[config.mk]
export PLATFORM = sky130hd
export DESIGN_NAME = lc3_mem_ctrl
export DESIGN_NICKNAME = d
export VERILOG_FILES = /design/src/rtl/lc3_pkg.sv /design/src/rtl/wait_counter.sv /design/src/rtl/lc3_mem_ctrl.sv
export SDC_FILE = /design/constraint.sdc
export NUM_CORES = 1
export LEC_CHECK = 0
export CAP_MARGIN = 40
export CORE_MARGIN = 5
export CORE_UTILIZATION = 45
export CTS_BUF_LIST = sky130_fd_sc_hd__clkbuf_8
export DETAILED_ROUTE_END_ITERATION = 7
export PLACE_DENSITY_LB_ADDON = 0.2
export SLEW_MARGIN = 20
export SYNTH_ARGS = -nofsm -noshare
export SYNTH_HDL_FRONTEND = slang
export SYNTH_SLANG_ARGS = --single-unit
export TNS_END_PERCENT = 5
[constraint.sdc]
create_clock -name clk -period 3.2 [get_ports clk]
set_clock_uncertainty 0.1 [all_clocks]
set_input_delay 0.64 -clock clk [delete_from_list [all_inputs] [get_ports clk]]
set_output_delay 0.64 -clock clk [all_outputs]
set_load 0.01 [all_outputs]
[src/rtl/lc3_pkg.sv]
// rtl/lc3_pkg.sv - shared LC-3 datapath word width and memory-stage state type
package lc3_pkg;

   localparam int WORD_W = 16;

   typedef enum logic [1:0] {
      IDLE = 2'd0,
      WAIT = 2'd1,
      DONE = 2'd2,
      HOLD = 2'd3
   } mem_state_t;

endpackage

[src/rtl/wait_counter.sv]
// rtl/wait_counter.sv - memory wait-cycle counter with terminal count at TIMEOUT-1
module wait_counter #(
   parameter int TIMEOUT = 15
) (
   input  logic clk,
   input  logic reset,
   input  logic clr,
   input  logic en,
   output logic tc
);

   localparam int CW = $clog2(TIMEOUT + 1);
   localparam logic [CW-1:0] LAST = CW'(TIMEOUT - 1);

   logic [CW-1:0] count;

   // count wait cycles; parks at the terminal value so it can never wrap
   always_ff @(posedge clk or posedge reset) begin
      if (reset) begin
         count <= '0;
      end else if (clr) begin
         count <= '0;
      end else if (en && !tc) begin
         count <= count + 1'b1;
      end
   end

   assign tc = (count == LAST);

endmodule

[src/rtl/lc3_mem_ctrl.sv]
// rtl/lc3_mem_ctrl.sv - LC-3 MAR/MDR memory stage with handshake FSM and R signal
module lc3_mem_ctrl
   import lc3_pkg::*;
#(
   parameter int WIDTH   = WORD_W,
   parameter int TIMEOUT = 15
) (
   input  logic             clk,
   input  logic             reset,
   input  logic [WIDTH-1:0] bus_in,
   input  logic             ld_mar,
   input  logic             ld_mdr,
   input  logic             mio_en,
   input  logic             r_w,
   output logic [WIDTH-1:0] mar_out,
   output logic [WIDTH-1:0] mdr_out,
   output logic             ready,
   output logic             busy,
   output logic             timeout_err,
   output logic [WIDTH-1:0] mem_addr,
   output logic [WIDTH-1:0] mem_wdata,
   output logic             mem_we,
   output logic             mem_req,
   input  logic [WIDTH-1:0] mem_rdata,
   input  logic             mem_ack
);

   mem_state_t       state, state_nxt;
   logic [WIDTH-1:0] mar, mdr;
   logic             we_q, terr_q;
   logic             cnt_clr, cnt_en, cnt_tc;
   logic             mar_load, mdr_bus_load, mdr_mem_load, mdr_clear, set_terr;

   wait_counter #(.TIMEOUT(TIMEOUT)) u_wait_counter (
      .clk   (clk),
      .reset (reset),
      .clr   (cnt_clr),
      .en    (cnt_en),
      .tc    (cnt_tc)
   );

   // state register; async reset drops mem_req immediately since it decodes WAIT
   always_ff @(posedge clk or posedge reset) begin
      if (reset) begin
         state <= IDLE;
      end else begin
         state <= state_nxt;
      end
   end

   // next state and register-load strobes; bus loads only while the address is not in use
   always_comb begin
      state_nxt    = state;
      cnt_clr      = 1'b1;
      cnt_en       = 1'b0;
      mar_load     = 1'b0;
      mdr_bus_load = 1'b0;
      mdr_mem_load = 1'b0;
      mdr_clear    = 1'b0;
      set_terr     = 1'b0;
      case (state)
         IDLE: begin
            mar_load     = ld_mar;
            mdr_bus_load = ld_mdr && !mio_en;
            if (mio_en) state_nxt = WAIT;
         end
         WAIT: begin
            cnt_clr = 1'b0;
            if (mem_ack) begin
               state_nxt    = DONE;
               mdr_mem_load = !we_q;
            end else if (cnt_tc) begin
               state_nxt = DONE;
               set_terr  = 1'b1;
               mdr_clear = !we_q;
            end else begin
               cnt_en = 1'b1;
            end
         end
         DONE: begin
            state_nxt = mio_en ? HOLD : IDLE;
         end
         HOLD: begin
            mar_load     = ld_mar;
            mdr_bus_load = ld_mdr && !mio_en;
            if (!mio_en) state_nxt = IDLE;
         end
         default: state_nxt = IDLE;
      endcase
   end

   // MAR/MDR, sticky timeout flag and write strobe; memory data outranks the bus
   always_ff @(posedge clk or posedge reset) begin
      if (reset) begin
         mar    <= '0;
         mdr    <= '0;
         terr_q <= 1'b0;
         we_q   <= 1'b0;
      end else begin
         if (mar_load) mar <= bus_in;
         if (mdr_mem_load) begin
            mdr <= mem_rdata;
         end else if (mdr_clear) begin
            mdr <= '0;
         end else if (mdr_bus_load) begin
            mdr <= bus_in;
         end
         if (set_terr) terr_q <= 1'b1;
         if (state == IDLE) begin
            we_q <= mio_en && r_w;
         end else if (state_nxt != WAIT) begin
            we_q <= 1'b0;
         end
      end
   end

   assign mar_out     = mar;
   assign mdr_out     = mdr;
   assign mem_addr    = mar;
   assign mem_wdata   = mdr;
   assign mem_we      = we_q;
   assign mem_req     = (state == WAIT);
   assign busy        = (state == WAIT);
   assign ready       = (state == DONE);
   assign timeout_err = terr_q;

endmodule

==> impl_metrics.py <==
metrics = {
    "outcome": {
        "status": "completed",
    },
    "global_routing": {
        "grt-busiest-layer": "met2",
        "met1_usage_pct": 19.73,
        "grt_usage_pct": 17.05,
        "grt_pass1_vias": 1639,
        "use_met3_pct": 3.273,
        "grtUsageMet2_pct": 30.88,
        "antenna_found_initial": 0,
        "grt_pass1_wl_mm": 8.383,
        "grt_remaining_overflow": 0,
        "grt_max_degree": 41,
    },
    "yosys": {
        "ys_seq_area_share_pct": 45.90,
        "synthTopCellsByCount": "dfrtp_1 (40), buf_4 (35), mux2i_1 (17)",
        "syn_nets": 235,
        "synth-edff-count": 0,
        "netlist_top_cells_area": "dfrtp_1 (46%), buf_4 (12%), mux2_2 (8.3%)",
        "ys_types": 34,
        "ys_ff_latch": 40,
        "synth_flop_cell": "dfrtp_1",
        "yosys.cell_count.top_type": "dfrtp_1",
        "syn_avg_cell_area_um2": 11.48,
        "ys.warnings.count": 0,
        "async_flop_share_pct": 100.0,
        "syn_inst": 190,
        "syn_area_um2": 2181,
        "yosysTopAreaCell": "dfrtp_1",
        "yosysTopAreaCellShare_pct": 45.90,
    },
    "routing": {
        "drc_errors": 0,
        "avgRoutedWirePerCell_um": 15.60,
        "viasPerCell": 4.869,
        "dr_total_vias": 1631,
        "wirelength_mm": 5.227,
        "drt_first_pass_iters": 4,
        "ant_nets": 0,
        "drt_iter0_drc": 42,
    },
    "worst_setup_path": {
        "path_max_fanout": 8,
        "crit_path_end_kind": "primary output",
        "arrival_ns": 1.74,
        "max_stage_delay_ns": 0.60,
        "cp_slowest_cell": "clkdlybuf4s50_1",
        "crit_family": "buffers and inverters",
        "critPathBufInv": 2,
        "crit_chain": "inv_1 -> ha_1 -> clkdlybuf4s50_1",
        "start_kind": "flip-flop",
        "cp.required_ns": 2.46,
        "crit_type": "reg -> out",
    },
    "final_layout": {
        "nets": 312,
        "seq_area_um2": 1001,
        "fillers": 388,
        "multi_input_area_um2": 845.8,
        "syn_to_final_growth_pct": 44.18,
        "layout-drive-gt1-share_pct": 15.30,
        "diodes": 0,
    },
    "floorplan": {
        "ios": 108,
        "die-area_um2": 6339,
        "fp.dieW_um": 79.62,
        "initial_utilization_pct": 46.17,
        "fp.dieH_um": 79.62,
        "core-area_um2": 4723,
        "num_rows": 25,
    },
    "sta": {
        "setup_tns_ns": 0,
        "finalSetupViolCount": 0,
        "slew_viol_final": 0,
        "fin_crit_sh_pct": 77.52,
        "fin_ws_ns": 0.7192,
        "tightest_slew_ns": 0.5819,
        "final.min_clock_period_ns": 2.481,
        "rsz0062_at_grt": "no",
        "hold_viol": 0,
        "holdWs_ns": 0.3729,
        "slew_headroom_pct": 61.21,
        "max_freq_mhz": 403.1,
    },
    "power_and_ir_drop": {
        "p_leak_nw": 1.271,
        "ir_drop_mv": 0.5686,
        "p_per_area_nw_per_um2": 975.0,
    },
    "job": {
        "cap_violations": 0,
    },
    "place": {
        "pre_cts_ws_ns": 0.7903,
        "hpwl_mm": 4.114,
        "place.gp.congestion": 0.8049,
        "portBuffers": 107,
    },
    "clocking": {
        "ctsResizeCount": 0,
        "cts-root-buf": "clkbuf_8",
        "cts_tree": "built",
        "cts_hold_buf": 0,
        "cts_buffers": 5,
        "cts_sinks": 40,
        "clockBufferDepth": 2,
        "insertion_delay_ns": 0.29,
        "cts_setup_buffers": 0,
        "htreeDepth": 2,
        "cts.clk_slew.worst_paths_ns": 0.07,
    },
    "hold_path": {
        "hp-class": "reg -> reg",
    },
}
==> kinds of logic (layout without fill, tap and decap cells) <==
kind of cell               Yosys count  in the layout  synth area share [%]
xor gates and xnor gates             1              1                0.4017
AOI/OAI and AO/OA                   32             32                 11.07
muxes                               33             33                 16.06
adders and majority gates            6              6                 3.442
DFF                                 40             40                 45.90
buffers and inverters               47            125                 15.72
and+or+nand+nor                     31             31                 7.401
==> metal layers <==
metal,up-vias,routed length (um)
met1,792,2037
met4,0,95
met3,9,309
li1,777,-
met5,-,0
met2,53,2784
==> registers in the layout (all words and copies together) (netlist names) <==
signal,count
timeout_err,1
mar_out,16
u_wait_counter.count,4
mdr_out,16
state,2
mem_we,1
==> worst register-to-register path: stages, from the launching register on <==
cell and delay, ns:
dfrtp_1 0.44, inv_1 0.10, ha_1 0.37, nor2b_2 0.42, buf_4 0.26, mux2_2 0.35
==> layout make-up <==
| class | count | share of cell area, % |
|---|---|---|
| tap | 67 | 2.666 |
| timing repair buffer | 111 | 35.02 |
| sequential | 40 | 31.83 |
| multi-input combinational | 103 | 26.90 |
| clock buffer | 6 | 2.626 |
| clock inverter | 2 | 0.2388 |
| inverter | 6 | 0.7163 |
==> power by group <==
part	switching [W]	leakage, nW	internal [W]	total, W
Combinational	0.000729	0.727	0.00108	0.00181
Clock	0.000166	0.0538	0.000169	0.000335
Sequential	0.000185	0.490	0.000739	0.000924
==> worst paths after layout <==
path,from,end,slack (ns),cells after the start
hold / removal,timeout_err,timeout_err,0.37,1
max in group asynchronous,reset,u_wait_counter.count[2],1.97,3
min in group asynchronous,reset,mar_out[14],0.67,3
hold reg to reg,timeout_err,timeout_err,0.37,1
setup / recovery,state[1],mem_req,0.72,3
setup reg to reg,state[0],mar_out[14],1.04,5
==> metrics by stage <==
step | util, % | cells | total power (W) | cell area [um^2]
2_1_floorplan | - | 190 | 0.002015 | 2181
3_3_place_gp | 64.66 | 327 | 0.002737 | 3054
3_5_place_dp | 64.66 | 327 | 0.002770 | 3054
4_1_cts | 66.57 | 335 | 0.003115 | 3144
5_1_grt | 66.57 | 335 | 0.003266 | 3144
6_report | 66.57 | 335 | 0.003066 | 3144
==> cells in the final DEF (no fill, tap or decap), drive strengths merged <==
cell	count
nor2b	2
nor3	1
nand2b	1
nor2	3
a211oi	1
nand2	16
a31oi	1
o31ai	1
and3b	1
mux2i	17
o21a	1
clkbuf	6
or3	2
dfrtp	40
mux2	16
a21oi	3
a31o	1
nor3b	1
a21o	1
a22oi	1
o21ai	19
a41o	1
inv	8
ha	6
nand4	1
nand3	3
clkdlybuf4s50	107
o211ai	1
buf	4
a32oi	1
xnor2	1
No activity file was read; power rests on OpenSTA's default activity.
